==> config.mk <==
export PLATFORM = sky130hd
export DESIGN_NAME = present_key_sched_seq
export DESIGN_NICKNAME = d
export VERILOG_FILES = /design/src/rtl/present_pkg.sv /design/src/rtl/present_ks_step.sv /design/src/rtl/present_key_sched_seq.sv
export SDC_FILE = /design/constraint.sdc
export NUM_CORES = 1
export LEC_CHECK = 0
export ABC_AREA = 1
export BUFFER_PORTS_ARGS = -buffer_cell sky130_fd_sc_hd__buf_2
export CORE_UTILIZATION = 50
export CTS_CLUSTER_DIAMETER = 100
export CTS_CLUSTER_SIZE = 28
export DETAILED_ROUTE_END_ITERATION = 6
export PLACE_DENSITY = 0.79
export SLEW_MARGIN = 10
export SYNTH_ARGS = -nofsm -noshare
export SYNTH_HDL_FRONTEND = slang
export SYNTH_SLANG_ARGS = --single-unit
==> constraint.sdc <==
create_clock -name clk -period 2.9 [get_ports clk]
set_clock_uncertainty 0.1 [all_clocks]
set_input_delay 0.725 -clock clk [delete_from_list [all_inputs] [get_ports clk]]
set_output_delay 0.725 -clock clk [all_outputs]
set_load 0.02 [all_outputs]
==> src/rtl/present_pkg.sv <==
// present_pkg -- shared definitions for the sequential PRESENT key schedule.
//
// Contents:
//   PRESENT_ROUNDS  number of key-schedule steps (31)
//   PRESENT_NUM_RK  number of round keys produced (32)
//   ks_state_e      key-schedule controller states
//   sbox()          PRESENT 4-bit S-box
//   inv_sbox()      PRESENT 4-bit inverse S-box (only referenced when the
//                   PRESENT_KS_DEC_EN build option is defined)
package present_pkg;

  localparam int PRESENT_ROUNDS = 31;
  localparam int PRESENT_NUM_RK = 32;

  typedef enum logic [1:0] {
    ST_IDLE    = 2'd0,
    ST_PRECOMP = 2'd1,
    ST_EMIT    = 2'd2
  } ks_state_e;

  function automatic logic [3:0] sbox(input logic [3:0] x);
    logic [3:0] y;
    case (x)
      4'h0: y = 4'hC;
      4'h1: y = 4'h5;
      4'h2: y = 4'h6;
      4'h3: y = 4'hB;
      4'h4: y = 4'h9;
      4'h5: y = 4'h0;
      4'h6: y = 4'hA;
      4'h7: y = 4'hD;
      4'h8: y = 4'h3;
      4'h9: y = 4'hE;
      4'hA: y = 4'hF;
      4'hB: y = 4'h8;
      4'hC: y = 4'h4;
      4'hD: y = 4'h7;
      4'hE: y = 4'h1;
      4'hF: y = 4'h2;
      default: y = 4'h0;
    endcase
    return y;
  endfunction

  function automatic logic [3:0] inv_sbox(input logic [3:0] x);
    logic [3:0] y;
    case (x)
      4'h0: y = 4'h5;
      4'h1: y = 4'hE;
      4'h2: y = 4'hF;
      4'h3: y = 4'h8;
      4'h4: y = 4'hC;
      4'h5: y = 4'h1;
      4'h6: y = 4'h2;
      4'h7: y = 4'hD;
      4'h8: y = 4'hB;
      4'h9: y = 4'h4;
      4'hA: y = 4'h6;
      4'hB: y = 4'h3;
      4'hC: y = 4'h0;
      4'hD: y = 4'h7;
      4'hE: y = 4'h9;
      4'hF: y = 4'hA;
      default: y = 4'h0;
    endcase
    return y;
  endfunction

endpackage

==> src/rtl/present_ks_step.sv <==
// present_ks_step -- one combinational PRESENT key-schedule step.
//
// Build option: PRESENT_KS_DEC_EN adds the inverse step; without it only the
// forward step exists and inv is ignored.
//
// Ports:
//   kr      in  KEY_W  current key register
//   c       in  5      round counter (1..31)
//   inv     in  1      1 selects the inverse step
//   kr_next out KEY_W  key register after the step
module present_ks_step
  import present_pkg::*;
#(
  parameter int KEY_W = 80
) (
  input  logic [KEY_W-1:0] kr,
  input  logic [4:0]       c,
  input  logic             inv,
  output logic [KEY_W-1:0] kr_next
);

  // Counter injection point and S-box width depend on the key size.
  localparam int CPOS    = (KEY_W == 128) ? 62 : 15;
  localparam bit TWO_NIB = (KEY_W == 128);

  logic [KEY_W-1:0] fwd_rot_s;
  logic [KEY_W-1:0] fwd_s;

  // Forward step: rotate left 61, S-box top nibble(s), XOR counter.
  always_comb begin
    fwd_rot_s = {kr[KEY_W-62:0], kr[KEY_W-1:KEY_W-61]};
    fwd_s     = fwd_rot_s;
    fwd_s[KEY_W-1 -: 4] = sbox(fwd_rot_s[KEY_W-1 -: 4]);
    fwd_s[KEY_W-5 -: 4] = TWO_NIB ? sbox(fwd_rot_s[KEY_W-5 -: 4])
                                  : fwd_rot_s[KEY_W-5 -: 4];
    fwd_s[CPOS +: 5]    = fwd_rot_s[CPOS +: 5] ^ c;
  end

`ifdef PRESENT_KS_DEC_EN
  logic [KEY_W-1:0] inv_x_s;
  logic [KEY_W-1:0] inv_s;

  // Inverse step: undo the forward operations in reverse order.
  always_comb begin
    inv_x_s = kr;
    inv_x_s[CPOS +: 5]    = kr[CPOS +: 5] ^ c;
    inv_x_s[KEY_W-1 -: 4] = inv_sbox(kr[KEY_W-1 -: 4]);
    inv_x_s[KEY_W-5 -: 4] = TWO_NIB ? inv_sbox(kr[KEY_W-5 -: 4])
                                    : kr[KEY_W-5 -: 4];
    inv_s = {inv_x_s[60:0], inv_x_s[KEY_W-1:61]};
  end

  assign kr_next = inv ? inv_s : fwd_s;
`else
  logic unused_inv_s;
  assign unused_inv_s = inv;
  assign kr_next      = fwd_s;
`endif

endmodule

==> src/rtl/present_key_sched_seq.sv <==
// present_key_sched_seq -- sequential PRESENT key schedule.
// Accepts one user key, then streams round keys K1..K32 (or K32..K1 when
// reverse order is requested) one per accepted output beat.
//
// Build option: PRESENT_KS_DEC_EN adds the dec port, the PRECOMP state and
// the inverse step, giving reverse-order output for decryption.
//
// Ports:
//   clk        in   1      rising-edge clock
//   rst        in   1      synchronous active-high reset
//   key        in   KEY_W  user key, taken when key_valid && key_ready
//   key_valid  in   1      user key offered
//   key_ready  out  1      high only while idle
//   dec        in   1      (PRESENT_KS_DEC_EN only) 1 = reverse order
//   rk         out  RK_W   current round key (top 64 bits of key register)
//   rk_idx     out  6      round number of rk, 1..32
//   rk_valid   out  1      rk/rk_idx/rk_last valid
//   rk_ready   in   1      consumer accepts the beat
//   rk_last    out  1      final beat of the sequence
module present_key_sched_seq
  import present_pkg::*;
#(
  parameter int KEY_W = 80,
  parameter int RK_W  = 64
) (
  input  logic             clk,
  input  logic             rst,
  input  logic [KEY_W-1:0] key,
  input  logic             key_valid,
  output logic             key_ready,
`ifdef PRESENT_KS_DEC_EN
  input  logic             dec,
`endif
  output logic [RK_W-1:0]  rk,
  output logic [5:0]       rk_idx,
  output logic             rk_valid,
  input  logic             rk_ready,
  output logic             rk_last
);

  if (KEY_W != 80 && KEY_W != 128) begin : g_bad_key_w
    $error("present_key_sched_seq: KEY_W must be 80 or 128");
  end
  if (RK_W != 64) begin : g_bad_rk_w
    $error("present_key_sched_seq: RK_W must be 64");
  end

  ks_state_e        state_r;
  ks_state_e        state_nxt_s;
  logic [KEY_W-1:0] kr_r;
  logic [KEY_W-1:0] kr_nxt_s;
  logic [KEY_W-1:0] step_out_s;
  logic [5:0]       idx_r;
  logic [5:0]       idx_nxt_s;
  logic [4:0]       step_c_s;
  logic             step_inv_s;
  logic             valid_r;
  logic             last_r;
  logic             last_nxt_s;
  logic             rev_s;

`ifdef PRESENT_KS_DEC_EN
  logic             rev_r;
  logic             rev_nxt_s;
  logic [4:0]       cnt_r;
  logic [4:0]       cnt_nxt_s;
  assign rev_s = rev_r;
`else
  assign rev_s = 1'b0;
`endif

  present_ks_step #(
    .KEY_W (KEY_W)
  ) u_step (
    .kr      (kr_r),
    .c       (step_c_s),
    .inv     (step_inv_s),
    .kr_next (step_out_s)
  );

  // Next-state, key-register and index update.
  always_comb begin
    state_nxt_s = state_r;
    kr_nxt_s    = kr_r;
    idx_nxt_s   = idx_r;
    step_c_s    = idx_r[4:0];
    step_inv_s  = 1'b0;
`ifdef PRESENT_KS_DEC_EN
    rev_nxt_s   = rev_r;
    cnt_nxt_s   = cnt_r;
`endif
    case (state_r)
      ST_IDLE: begin
        if (key_valid) begin
          kr_nxt_s = key;
`ifdef PRESENT_KS_DEC_EN
          rev_nxt_s = dec;
          if (dec) begin
            state_nxt_s = ST_PRECOMP;
            cnt_nxt_s   = 5'd1;
            idx_nxt_s   = 6'd0;
          end else begin
            state_nxt_s = ST_EMIT;
            idx_nxt_s   = 6'd1;
          end
`else
          state_nxt_s = ST_EMIT;
          idx_nxt_s   = 6'd1;
`endif
        end else begin
          state_nxt_s = ST_IDLE;
        end
      end
`ifdef PRESENT_KS_DEC_EN
      // Run the forward schedule to K32 so it can be unwound backwards.
      ST_PRECOMP: begin
        step_c_s = cnt_r;
        kr_nxt_s = step_out_s;
        if (cnt_r == 5'(PRESENT_ROUNDS)) begin
          state_nxt_s = ST_EMIT;
          idx_nxt_s   = 6'(PRESENT_NUM_RK);
        end else begin
          cnt_nxt_s = cnt_r + 5'd1;
        end
      end
`endif
      ST_EMIT: begin
        if (rk_ready) begin
          if (last_r) begin
            state_nxt_s = ST_IDLE;
            idx_nxt_s   = 6'd0;
          end else if (rev_s) begin
            // At idx 32 the low five bits are 0, so subtracting 1 gives 31.
            step_c_s   = idx_r[4:0] - 5'd1;
            step_inv_s = 1'b1;
            kr_nxt_s   = step_out_s;
            idx_nxt_s  = idx_r - 6'd1;
          end else begin
            step_c_s  = idx_r[4:0];
            kr_nxt_s  = step_out_s;
            idx_nxt_s = idx_r + 6'd1;
          end
        end else begin
          state_nxt_s = ST_EMIT;
        end
      end
      default: begin
        state_nxt_s = ST_IDLE;
      end
    endcase
`ifdef PRESENT_KS_DEC_EN
    last_nxt_s = (state_nxt_s == ST_EMIT) &&
                 (rev_nxt_s ? (idx_nxt_s == 6'd1) : (idx_nxt_s == 6'(PRESENT_NUM_RK)));
`else
    last_nxt_s = (state_nxt_s == ST_EMIT) && (idx_nxt_s == 6'(PRESENT_NUM_RK));
`endif
  end

  // Controller state register.
  always_ff @(posedge clk) begin
    if (rst) begin
      state_r <= ST_IDLE;
    end else begin
      state_r <= state_nxt_s;
    end
  end

  // Key register, index and registered output flags.
  always_ff @(posedge clk) begin
    if (rst) begin
      kr_r    <= {KEY_W{1'b0}};
      idx_r   <= 6'd0;
      valid_r <= 1'b0;
      last_r  <= 1'b0;
    end else begin
      kr_r    <= kr_nxt_s;
      idx_r   <= idx_nxt_s;
      valid_r <= (state_nxt_s == ST_EMIT);
      last_r  <= last_nxt_s;
    end
  end

`ifdef PRESENT_KS_DEC_EN
  // Direction flag and precompute counter.
  always_ff @(posedge clk) begin
    if (rst) begin
      rev_r <= 1'b0;
      cnt_r <= 5'd0;
    end else begin
      rev_r <= rev_nxt_s;
      cnt_r <= cnt_nxt_s;
    end
  end
`endif

  assign key_ready = (state_r == ST_IDLE);
  assign rk        = kr_r[KEY_W-1 -: RK_W];
  assign rk_idx    = idx_r;
  assign rk_valid  = valid_r;
  assign rk_last   = last_r;

endmodule

== Word-level counts from Yosys, hierarchy flattened ==
Memories as Yosys holds them, arrays and structs flattened. A register that Yosys moved wholly into a read port is not among the register bits.
Cells that the tools add are included.
Word-level totals
  bits in registers: 90
  latch bits: 0
  bits in writable memories: 0
  memory bits (read-only): 64
  input port bits: 84
  output and inout port bits: 73
  word-level logic and storage cells: 32
  memories kept: 1
Cells by class
  add/subtract/negate cells: 1
  multipliers: 0
  div/mod/pow operators: 0
  $lt $le $gt $ge: 0
  equality and inequality tests: 6
  shift-type cells: 0
  muxes and demuxes: 14
  bitwise logic cells: 1
  reduce and logical (&&, ||, !) cells: 4
Memory list
  (name not given): words 16, width 4, rd ports 1, clocked after memory_dff 1, write ports 0, line present_pkg.sv:23  | case (x)
Operator list (number)
  80-bit two-way mux: 3
  80-bit case mux with 2 select lines: 1
  6-bit two-way mux: 3
  6-bit case mux with 2 select lines: 1
  4-bit two-way mux: 2
  6-bit by 1-bit adder with 6-bit output (second input constant): 1
  6-bit equality test (second input constant): 1
  2-bit two-way mux: 3
  2-bit != test (second input constant): 3
  5-bit bitwise XOR: 1
  2-bit equality test (second input constant): 2
  2-bit case mux with 2 select lines: 1
  4-bit AND reduction: 1
  2-bit zero test: 1
  2-bit nonzero test: 1
  1-bit logical AND: 1

== Depth between registers and ports, before layout ==
Gate-level depths: netlist of run 1.
  depth in word-level cells: 6
  depth in mapped cells: 13
  mapped depth without buffers: 13

== Cells and area by module ==
Synthesis of run 1 repeated with hierarchy kept, for this count alone.
Unflattened totals
  cells, all modules: 713
  area, all modules: 5343.9 um2
Modules (own cells, without submodules)
  present_key_sched_seq: times used 1, cells an instance 597, area each 4550.6 um2, seq. area each 1801.7 um2
  present_ks_step: times used 1, cells an instance 116, area each 793.3 um2, seq. area each 0.0 um2

== Worst setup path before layout of run 1 ==
No wires, ideal clock.
  kind: in2reg
  start point: input port rk_ready
  end point: register, netlist name u_step.kr_next[76]
  library setup time: 112 ps
  data arrival time: 2078 ps
  required time: 2688 ps
  path slack: 610 ps
  stages on the path: 13
  path buffers: 0
  cell sequence: inv_2 nor2_4 nand2_2 nand3_1 nand2_1 nor2_1 inv_1 ha_1 or2_2 nand2_1 nand2_1 nand2_1 nand2_1
Between the ends
  word-level cells in the longest chain between the ends: 4
Ends and longest elaborated chain
  from (decl): line present_key_sched_seq.sv:37  | input logic rk_ready,
  2-bit != test (no line)
  4-bit AND reduction (no line)
  4-bit two-way mux (no line) (2 in series)
No other way between the ends.
A chain may end at the register's enable or synchronous reset.

== Worst setup path after layout of run 1 ==
  start point: input port rk_ready
  end point: register, netlist name u_step.kr_next[76]
Between the ends
  word-level cells in the longest chain between the ends: 4
Ends and longest elaborated chain
  2-bit != test (no line)
  4-bit AND reduction (no line)
  4-bit two-way mux (no line) (2 in series)
No other way between the ends.

==> flow_summary.json, run 1 <==
{
  "status": "completed",
  "drt_iter0_markers": 315,
  "clock_sinks": 94,
  "p_sw_mw": 0.871,
  "portBuffers": 156,
  "drv_cap": 0,
  "grt-ovfl-total": 0,
  "mostFrequentLayoutCells": "nand2_1 (205), buf_2 (156), dfxtp_1 (94)",
  "rrSetupSlack_ns": 0.85,
  "critPathSlowestCell": "or2_2",
  "grt_max_degree": 103,
  "clockBufferDepth": 2,
  "setup_viol": 0,
  "hold_depth": 2,
  "cts_hold_buf": 0,
  "fmax_mhz": 477,
  "pwr-share-clk": 0.281,
  "insertion_delay_ns": 0.35,
  "met2WireLength_um": 5580,
  "ctsResizeCount": 0,
  "met1_length_um": 5680,
  "synthCells": 664,
  "syn2layout_area_growth_pct": 10.6,
  "power.total_mw": 2.77,
  "period_needed_ns": 2.10,
  "dieArea_um2": 9930,
  "ys_ff_latch": 94,
  "cp-end-kind": "register",
  "start_util": 0.516,
  "wire_per_inst_um": 14.1,
  "p_seq_frac": 0.530,
  "hold_path_class": "reg2reg",
  "dieWidth_um": 99.6,
  "core_um2": 9240,
  "drv_slew": 0,
  "antenna_found_initial": 0,
  "cts_made_buffers": 9,
  "crit_path_max_fanout": 6,
  "cts_max_level": 3,
  "synth_warnings": 0,
  "hold_ws_ns": 0.368,
  "synth-seq-area-share": 0.395,
  "first_pass_iters": 4,
  "cellPowerDensity_nw_per_um2": 526,
  "cts_tree": "done",
  "p_int_mw": 1.90,
  "filler_cell_count": 912,
  "worst-path-buf-inv": 3,
  "path_common_cell": "nand2_1",
  "start_kind": "input pin",
  "finalWirelength_um": 12300,
  "finalNetCount": 823,
  "hpwl_um": 8830,
  "layout-drive-gt1-share": 0.264,
  "final_common_cell": "nand2_1",
  "cts_root_buffer": "clkbuf_8",
  "synth_area_per_cell_um2": 7.18,
  "n_antenna_cell": 0,
  "clk_pin_slew_worst_paths_ns": 0.09,
  "synth_cell_types": 26,
  "grt_pass1_vias": 4087,
  "cp_slowest_stage_delay_ns": 0.29,
  "fin_crit_sh": 0.723,
  "swShare": 0.314,
  "hold_viol": 0,
  "reg2regPathDepth": 13,
  "cp.arrival_ns": 2.24,
  "maxUsedRoutingLayer": "met4",
  "tns_ns": 0,
  "track_usage": 0.243,
  "post_cts_buffers": 0,
  "path_cells": "buf_2 -> inv_2 -> o21ai_0 -> nand2_1 -> nor2_1 -> nor2_1 -> buf_4 -> ha_1 -> or2_2 -> nand2_1 -> nand2_1 -> nand2_1 -> nand2_1",
  "die_y_um": 99.6,
  "path_delay_family": "simple AND/OR/NAND/NOR gates",
  "synth_area_um2": 4770,
  "cp.required_ns": 3.05,
  "place_congestion": 0.971,
  "rows": 35,
  "comb_power_share": 0.189,
  "rsz0062_at_grt": "no",
  "dr_total_vias": 4544,
  "multiInputGateArea_um2": 2080,
  "via_per_inst": 5.24,
  "crit_type": "in2reg",
  "peakVddDrop_mv": 0.244,
  "synth_nets": 754,
  "io_pins": 157,
  "route.met3.wl_um": 752,
  "register_area_um2": 1880,
  "grt_pass1_wl_um": 19500,
  "p_leak_nw": 2.52,
  "drc": 0,
  "crit_cells": 13,
  "ant_nets": 0
}
-- tightest hold or removal path, delay by kind of cell (launching register included) --
kind	cells	cell delay, ns
AO/OA/AOI/OAI	1	0.07
AND/OR/NAND/NOR	1	0.05
flip-flops	1	0.31
-- per-layer routing --
| layer | vias to the layer above | GRT usage |
|---|---|---|
| met2 | 186 | 0.386 |
| met4 | 0 | 0.0860 |
| met5 | - | 0 |
| met1 | 2059 | 0.337 |
| li1 | 2276 | - |
| met3 | 23 | 0.0323 |
-- through the flow --
stage	setup slack (ns)	cell area, um2	std cells	utilization
after global routing	0.647	5270	867	0.570
final	0.804	5270	867	0.570
after CTS	0.827	5270	867	0.570
after floorplan	0.610	4770	664	-
after detailed placement	0.451	5100	851	0.552
after global placement	0.473	5100	851	0.552
-- power groups by stage --
stage | registers, mW | logic (mW) | clock network [mW]
finish | 1.47 | 0.523 | 0.779
global route | 1.48 | 0.584 | 0.857
CTS | 1.47 | 0.524 | 0.809
detailed placement | 1.50 | 0.522 | 0
global placement | 1.50 | 0.510 | 0
floorplan | 1.47 | 0.445 | 0
-- cells by family after synthesis --
logic type      share of synthesized area
compound gates                      0.199
xor+xnor                          0.00184
buf+inv                             0.170
simple gates                        0.217
other cells                      0.000787
flops                               0.395
fa+ha+maj                          0.0157
-- Yosys cell counts --
library cell	instances	area (um2)
o21ai_0	81	405
inv_1	27	101
o21bai_1	1	7.51
buf_4	66	495
clkbuf_1	14	52.6
dfxtp_1	94	1880
o21ai_1	4	20.0
nand3_1	20	100
buf_2	25	125
o21ai_2	1	8.76
nand3b_1	1	7.51
nand2_2	5	31.3
or2_2	1	6.26
nor2_1	19	71.3
nor2_4	2	22.5
a21oi_1	6	30.0
nand2_1	206	773
nand2_4	1	11.3
conb_1	1	3.75
a31oi_1	75	469
nand4_1	2	12.5
ha_1	6	75.1
xnor2_1	1	8.76
inv_2	1	3.75
buf_6	3	33.8
a21oi_2	1	8.76
-- state kept, by name (all words and copies together), names as in the netlist --
signal	cells
state_r	2
rk_valid	1
kr_r	80
rk_last	1
rk_idx	6
u_step.kr_next	4
-- final timing paths --
check	from	to
setup / recovery	rk_ready	u_step.kr_next[76]
hold / removal	u_step.kr_next[76]	kr_r[76]
hold reg to reg	u_step.kr_next[76]	kr_r[76]
setup reg to reg	state_r[1]	u_step.kr_next[76]
-- area by class of cell --
type	instances	share of cell area
Tap cell	129	0.0306
Timing Repair Buffer	166	0.165
Inverter	28	0.0199
Sequential cell	94	0.357
Clock inverter	6	0.00855
Multi-Input combinational cell	434	0.395
Clock buffer	10	0.0242
Note: power is estimated with default switching activity, not from simulation.
==> run 2: changes to the inputs <==
==> constraint.sdc (replaced) <==
create_clock -name clk -period 2.2 [get_ports clk]
set_clock_uncertainty 0.1 [all_clocks]
set_input_delay 0.55 -clock clk [delete_from_list [all_inputs] [get_ports clk]]
set_output_delay 0.55 -clock clk [all_outputs]
set_load 0.02 [all_outputs]
==> run 2 against run 1 <==
Sequential power rose by 32%. Worst setup slack got worse by 0.65 ns. Final cell count increased by 0.92%. Combinational power grew 35%. Critical endpoint unchanged. Largest power group unchanged.
==> flow_summary.json, run 2 (synthesis results as in run 1) <==
{
  "status": "completed",
  "cts_hold_buf": 0,
  "cp.required_ns": 2.39,
  "tightest_slew_ns": 0.537,
  "hold_viol": 0,
  "clk_pin_slew_worst_paths_ns": 0.10,
  "cts_root_buffer": "clkbuf_8",
  "clockBufferDepth": 2,
  "cts_made_buffers": 9,
  "crit_path_max_fanout": 7,
  "peakVddDrop_mv": 0.305,
  "period_needed_ns": 2.04,
  "filler_cell_count": 881,
  "clock_sinks": 94,
  "placed_cells": 857,
  "track_usage": 0.236,
  "dieArea_um2": 9930,
  "rows": 35,
  "hold_depth": 3,
  "crit_type": "reg2reg",
  "hpwl_um": 8620,
  "fmax_mhz": 489,
  "syn2layout_area_growth_pct": 13.0,
  "first_pass_iters": 5,
  "worstReg2RegStart": "state_r[1]",
  "dieWidth_um": 99.6,
  "fin_cells": 875,
  "cp-end-kind": "register",
  "layout-drive-gt1-share": 0.279,
  "start_util": 0.516,
  "power.total_mw": 3.83,
  "place_congestion": 0.956,
  "grt-ovfl-total": 0,
  "grt_max_degree": 85,
  "drv_slew": 0,
  "hold_ws_ns": 0.351,
  "path_common_cell": "nand2_1",
  "drt_iter0_markers": 346,
  "io_pins": 157,
  "cts_max_level": 3,
  "path_cells": "inv_1 -> nor2_4 -> buf_4 -> nand3_1 -> nand2_1 -> nor2_1 -> nor2_2 -> inv_1 -> ha_1 -> inv_1 -> nand3_1 -> nand2_1 -> nand2_1 -> nand2_1",
  "die_y_um": 99.6,
  "maxSlewHeadroom": 0.642,
  "antenna_found_initial": 0,
  "n_antenna_cell": 0,
  "cp_slowest_stage_delay_ns": 0.36,
  "worst-path-buf-inv": 4,
  "wire_per_inst_um": 13.9,
  "core_um2": 9240,
  "cp.arrival_ns": 2.24,
  "regMostFlops": "kr_r",
  "rsz0062_at_grt": "no",
  "endpoint": "u_step.kr_next[76]",
  "via_per_inst": 5.24,
  "start_kind": "register",
  "finalNetCount": 831,
  "grt_pass1_vias": 3996,
  "tns_ns": 0,
  "cellPowerDensity_nw_per_um2": 711,
  "path_delay_family": "simple AND/OR/NAND/NOR gates",
  "rrSetupSlack_ns": 0.16,
  "mostFrequentLayoutCells": "nand2_1 (205), buf_2 (156), dfxtp_1 (93)",
  "insertion_delay_ns": 0.35,
  "dr_total_vias": 4583,
  "crit_cells": 14,
  "setup_viol": 0,
  "critPathSlowestCell": "dfxtp_2",
  "final_common_cell": "nand2_1",
  "cts_tree": "done",
  "reg2reg_to": "u_step.kr_next[76]",
  "p_leak_nw": 2.58,
  "grt_pass1_wl_um": 19000,
  "portBuffers": 156,
  "reg2regPathDepth": 14,
  "fin_crit_sh": 0.929,
  "finalWirelength_um": 12100,
  "hold_path_class": "in2reg",
  "ant_nets": 0,
  "drc": 0,
  "crit_path_start": "state_r[1]",
  "largest_reg_flops": 80,
  "drv_cap": 0
}
[run 2: changes by cell type in the layout (fill, tap and decap cells not counted), sizes merged]
| cell | delta |
|---|---|
| buf | +8 |
| clkinvlp | -2 |
| bufinv | +1 |
| clkinv | +1 |
[run 2: worst reg2reg max path, delay by kind of cell, from the launching register on]
kind	cells	cell delay, ns
and+or+nand+nor	9	0.84
buffers and inverters	4	0.38
DFF	1	0.36
adders and majority gates	1	0.31
[run 2: per-stage QoR]
stage	util	area (um2)	setup WS [ns]
after CTS	0.581	5360	0.0285
final	0.583	5390	0.156
after global routing	0.583	5390	0.000341
after global placement	0.558	5160	0.0584
after floorplan	-	4770	0.0865
after detailed placement	0.558	5160	-0.0145
[run 2: cell type report]
| class | instances | area [um2] | share of cell area |
|---|---|---|---|
| inverter | 28 | 105 | 0.0195 |
| clock buffer | 10 | 138 | 0.0255 |
| tap | 129 | 161 | 0.0300 |
| clock inverter | 6 | 68.8 | 0.0128 |
| multi-input combinational | 434 | 2090 | 0.388 |
| timing repair buffer | 174 | 945 | 0.175 |
| sequential | 94 | 1880 | 0.349 |
[run 2: power by group]
group / total [mW] / internal, mW / switching (mW)
sequential: 1.94 / 1.84 / 0.100
clock: 1.19 / 0.566 / 0.623
combinational: 0.706 / 0.265 / 0.441
[run 2: worst min-delay path by stage]
stage | from | end | slack (ns)
final | key[50] | kr_r[50] | 0.35
after global routing | key[10] | kr_r[10] | 0.34
after CTS | key[26] | kr_r[26] | 0.34
after detailed placement | u_step.kr_next[77] | kr_r[77] | 0.37
after floorplan | u_step.kr_next[76] | kr_r[76] | 0.34
after global placement | u_step.kr_next[77] | kr_r[77] | 0.36
[run 2: routing by layer]
layer  track usage  part of all wire
met4        0.0679             0.017
met1         0.331              0.46
met5             0                 0
met3        0.0464             0.070
met2         0.370              0.46
[run 2: timing repair]
item / 4_1_cts / 5_1_grt
buffers inserted: 0 / 2
resized for setup: 0 / 4
hold endpoints to repair: 0 / 0
setup endpoints to repair: 0 / 3
==> run 3: changes to the inputs <==
--- a/config.mk
+++ b/config.mk
@@ -11,7 +11,8 @@
 export CTS_CLUSTER_DIAMETER = 100
 export CTS_CLUSTER_SIZE = 28
 export DETAILED_ROUTE_END_ITERATION = 6
-export PLACE_DENSITY = 0.79
+export GPL_TIMING_DRIVEN = 0
+export PLACE_DENSITY = 0.9
 export SLEW_MARGIN = 10
 export SYNTH_ARGS = -nofsm -noshare
 export SYNTH_HDL_FRONTEND = slang
==> run 3 against run 2 <==
Register-to-register slack worse by 0.05 ns. Worst hold slack worse by 0.021 ns. Combinational power is 25% higher. Non-clock buffer count is 96 higher. Die area stayed put. Critical path depth is 1 lower. Sequential power hardly changed. Wire length is 20% higher. Flip-flop and latch count stayed put. Global-route usage is 5.5 points higher. Count of clock-buffer cells in the layout stayed put. Utilization is 6.2 points higher. Critical endpoint unchanged.
==> flow_summary.json, run 3 (synthesis results as in run 1) <==
{
  "dr_total_vias": 5179,
  "portBuffers": 155,
  "peakVddDrop_mv": 0.300,
  "wire_per_inst_um": 14.9,
  "cp_slowest_stage_delay_ns": 0.35,
  "cts_made_buffers": 9,
  "drv_slew": 0,
  "cts_max_level": 3,
  "cts_tree": "done",
  "layout-drive-gt1-share": 0.344,
  "reg2regPathDepth": 13,
  "period_needed_ns": 2.09,
  "hpwl_um": 10600,
  "path_cells": "inv_1 -> nand2_4 -> nand2_1 -> nand2_1 -> nor2_2 -> nor2_2 -> buf_4 -> ha_1 -> or2_2 -> nand2_1 -> nand2_1 -> nand2_1 -> nand2_1",
  "path_common_cell": "nand2_1",
  "fin_cells": 971,
  "grt-ovfl-total": 0,
  "grt_max_degree": 18,
  "track_usage": 0.291,
  "hold_path_class": "in2reg",
  "cellPowerDensity_nw_per_um2": 658,
  "syn2layout_area_growth_pct": 25.0,
  "dieArea_um2": 9930,
  "final_common_cell": "nand2_1",
  "first_pass_iters": 5,
  "placed_cells": 948,
  "via_per_inst": 5.33,
  "die_y_um": 99.6,
  "place_congestion": 0.900,
  "cp.required_ns": 2.37,
  "ant_nets": 0,
  "n_antenna_cell": 0,
  "finalWirelength_um": 14500,
  "start_kind": "register",
  "grt_pass1_vias": 4710,
  "fin_crit_sh": 0.952,
  "drc": 0,
  "largest_reg_flops": 80,
  "crit_cells": 13,
  "p_leak_nw": 3.00,
  "io_pins": 157,
  "setup_viol": 0,
  "cp-end-kind": "register",
  "crit_path_max_fanout": 8,
  "status": "completed",
  "worst-path-buf-inv": 2,
  "insertion_delay_ns": 0.37,
  "regMostFlops": "kr_r",
  "start_util": 0.516,
  "drt_iter0_markers": 486,
  "rrSetupSlack_ns": 0.11,
  "hold_depth": 3,
  "cp.arrival_ns": 2.27,
  "hold_ws_ns": 0.330,
  "path_delay_family": "simple AND/OR/NAND/NOR gates",
  "filler_cell_count": 814,
  "finalNetCount": 927,
  "grt_pass1_wl_um": 22500,
  "mostFrequentLayoutCells": "nand2_1 (205), buf_2 (180), dfxtp_1 (92)",
  "clockBufferDepth": 2,
  "dieWidth_um": 99.6,
  "rsz0062_at_grt": "no",
  "crit_type": "reg2reg",
  "cts_hold_buf": 0,
  "fmax_mhz": 478,
  "cts_root_buffer": "clkbuf_8",
  "clock_sinks": 94,
  "drv_cap": 0,
  "critPathSlowestCell": "dfxtp_2",
  "maxSlewHeadroom": 0.645,
  "tightest_slew_ns": 0.533,
  "clk_pin_slew_worst_paths_ns": 0.11,
  "antenna_found_initial": 0,
  "core_um2": 9240,
  "hold_viol": 0,
  "rows": 35
}
## run 3: final timing paths
kind                      start            endpoint
max                  state_r[0]  u_step.kr_next[76]
min                     key[28]            kr_r[28]
max reg2reg          state_r[0]  u_step.kr_next[76]
min reg2reg  u_step.kr_next[78]            kr_r[78]
## run 3: tightest hold or removal path, cell delays in order
cell and delay [ns]:
buf_2 0.10, nand2_1 0.05, a31oi_1 0.07
## run 3: cell type report
| cell class | count | area, um2 | share of cell area |
|---|---|---|---|
| well taps | 129 | 161 | 0.0271 |
| plain buffers | 108 | 707 | 0.119 |
| multi-input cells | 434 | 2090 | 0.351 |
| clock buffers | 10 | 128 | 0.0214 |
| flip-flops and latches | 94 | 1890 | 0.317 |
| repair buffers | 162 | 828 | 0.139 |
| clock inverters | 6 | 52.6 | 0.00882 |
| inverters | 28 | 105 | 0.0176 |
## run 3: what timing repair did
item,in CTS,in global routing
resized for setup,3,5
setup buffers,2,5
pin swaps,2,4
setup endpoints to repair,4,3
endpoints found under the hold margin,0,0
## run 3: power by group
part	internal (mW)	total [mW]	switching (mW)
logic	0.379	0.880	0.500
registers	1.84	1.94	0.108
clock network	0.430	1.10	0.669
## run 3: layer usage
| layer | vias up | part of all wire | global-route usage |
|---|---|---|---|
| li1 | 2494 | - | - |
| met1 | 2342 | 0.41 | 0.387 |
| met2 | 303 | 0.47 | 0.479 |
| met3 | 40 | 0.087 | 0.0330 |
| met4 | 0 | 0.030 | 0.124 |
| met5 | - | 0 | 0 |
## run 3: metrics by stage
step / total power [mW] / TNS, ns / instance area [um2] / utilization / setup WS [ns]
floorplan: 2.53 / 0 / 4770 / - / 0.0865
global placement: 2.82 / -0.832 / 5710 / 0.618 / -0.317
detailed placement: 2.83 / -0.932 / 5710 / 0.618 / -0.355
CTS: 3.90 / 0 / 5910 / 0.640 / 0.0655
global route: 4.09 / 0 / 5960 / 0.645 / 0.0135
finish: 3.92 / 0 / 5960 / 0.645 / 0.106
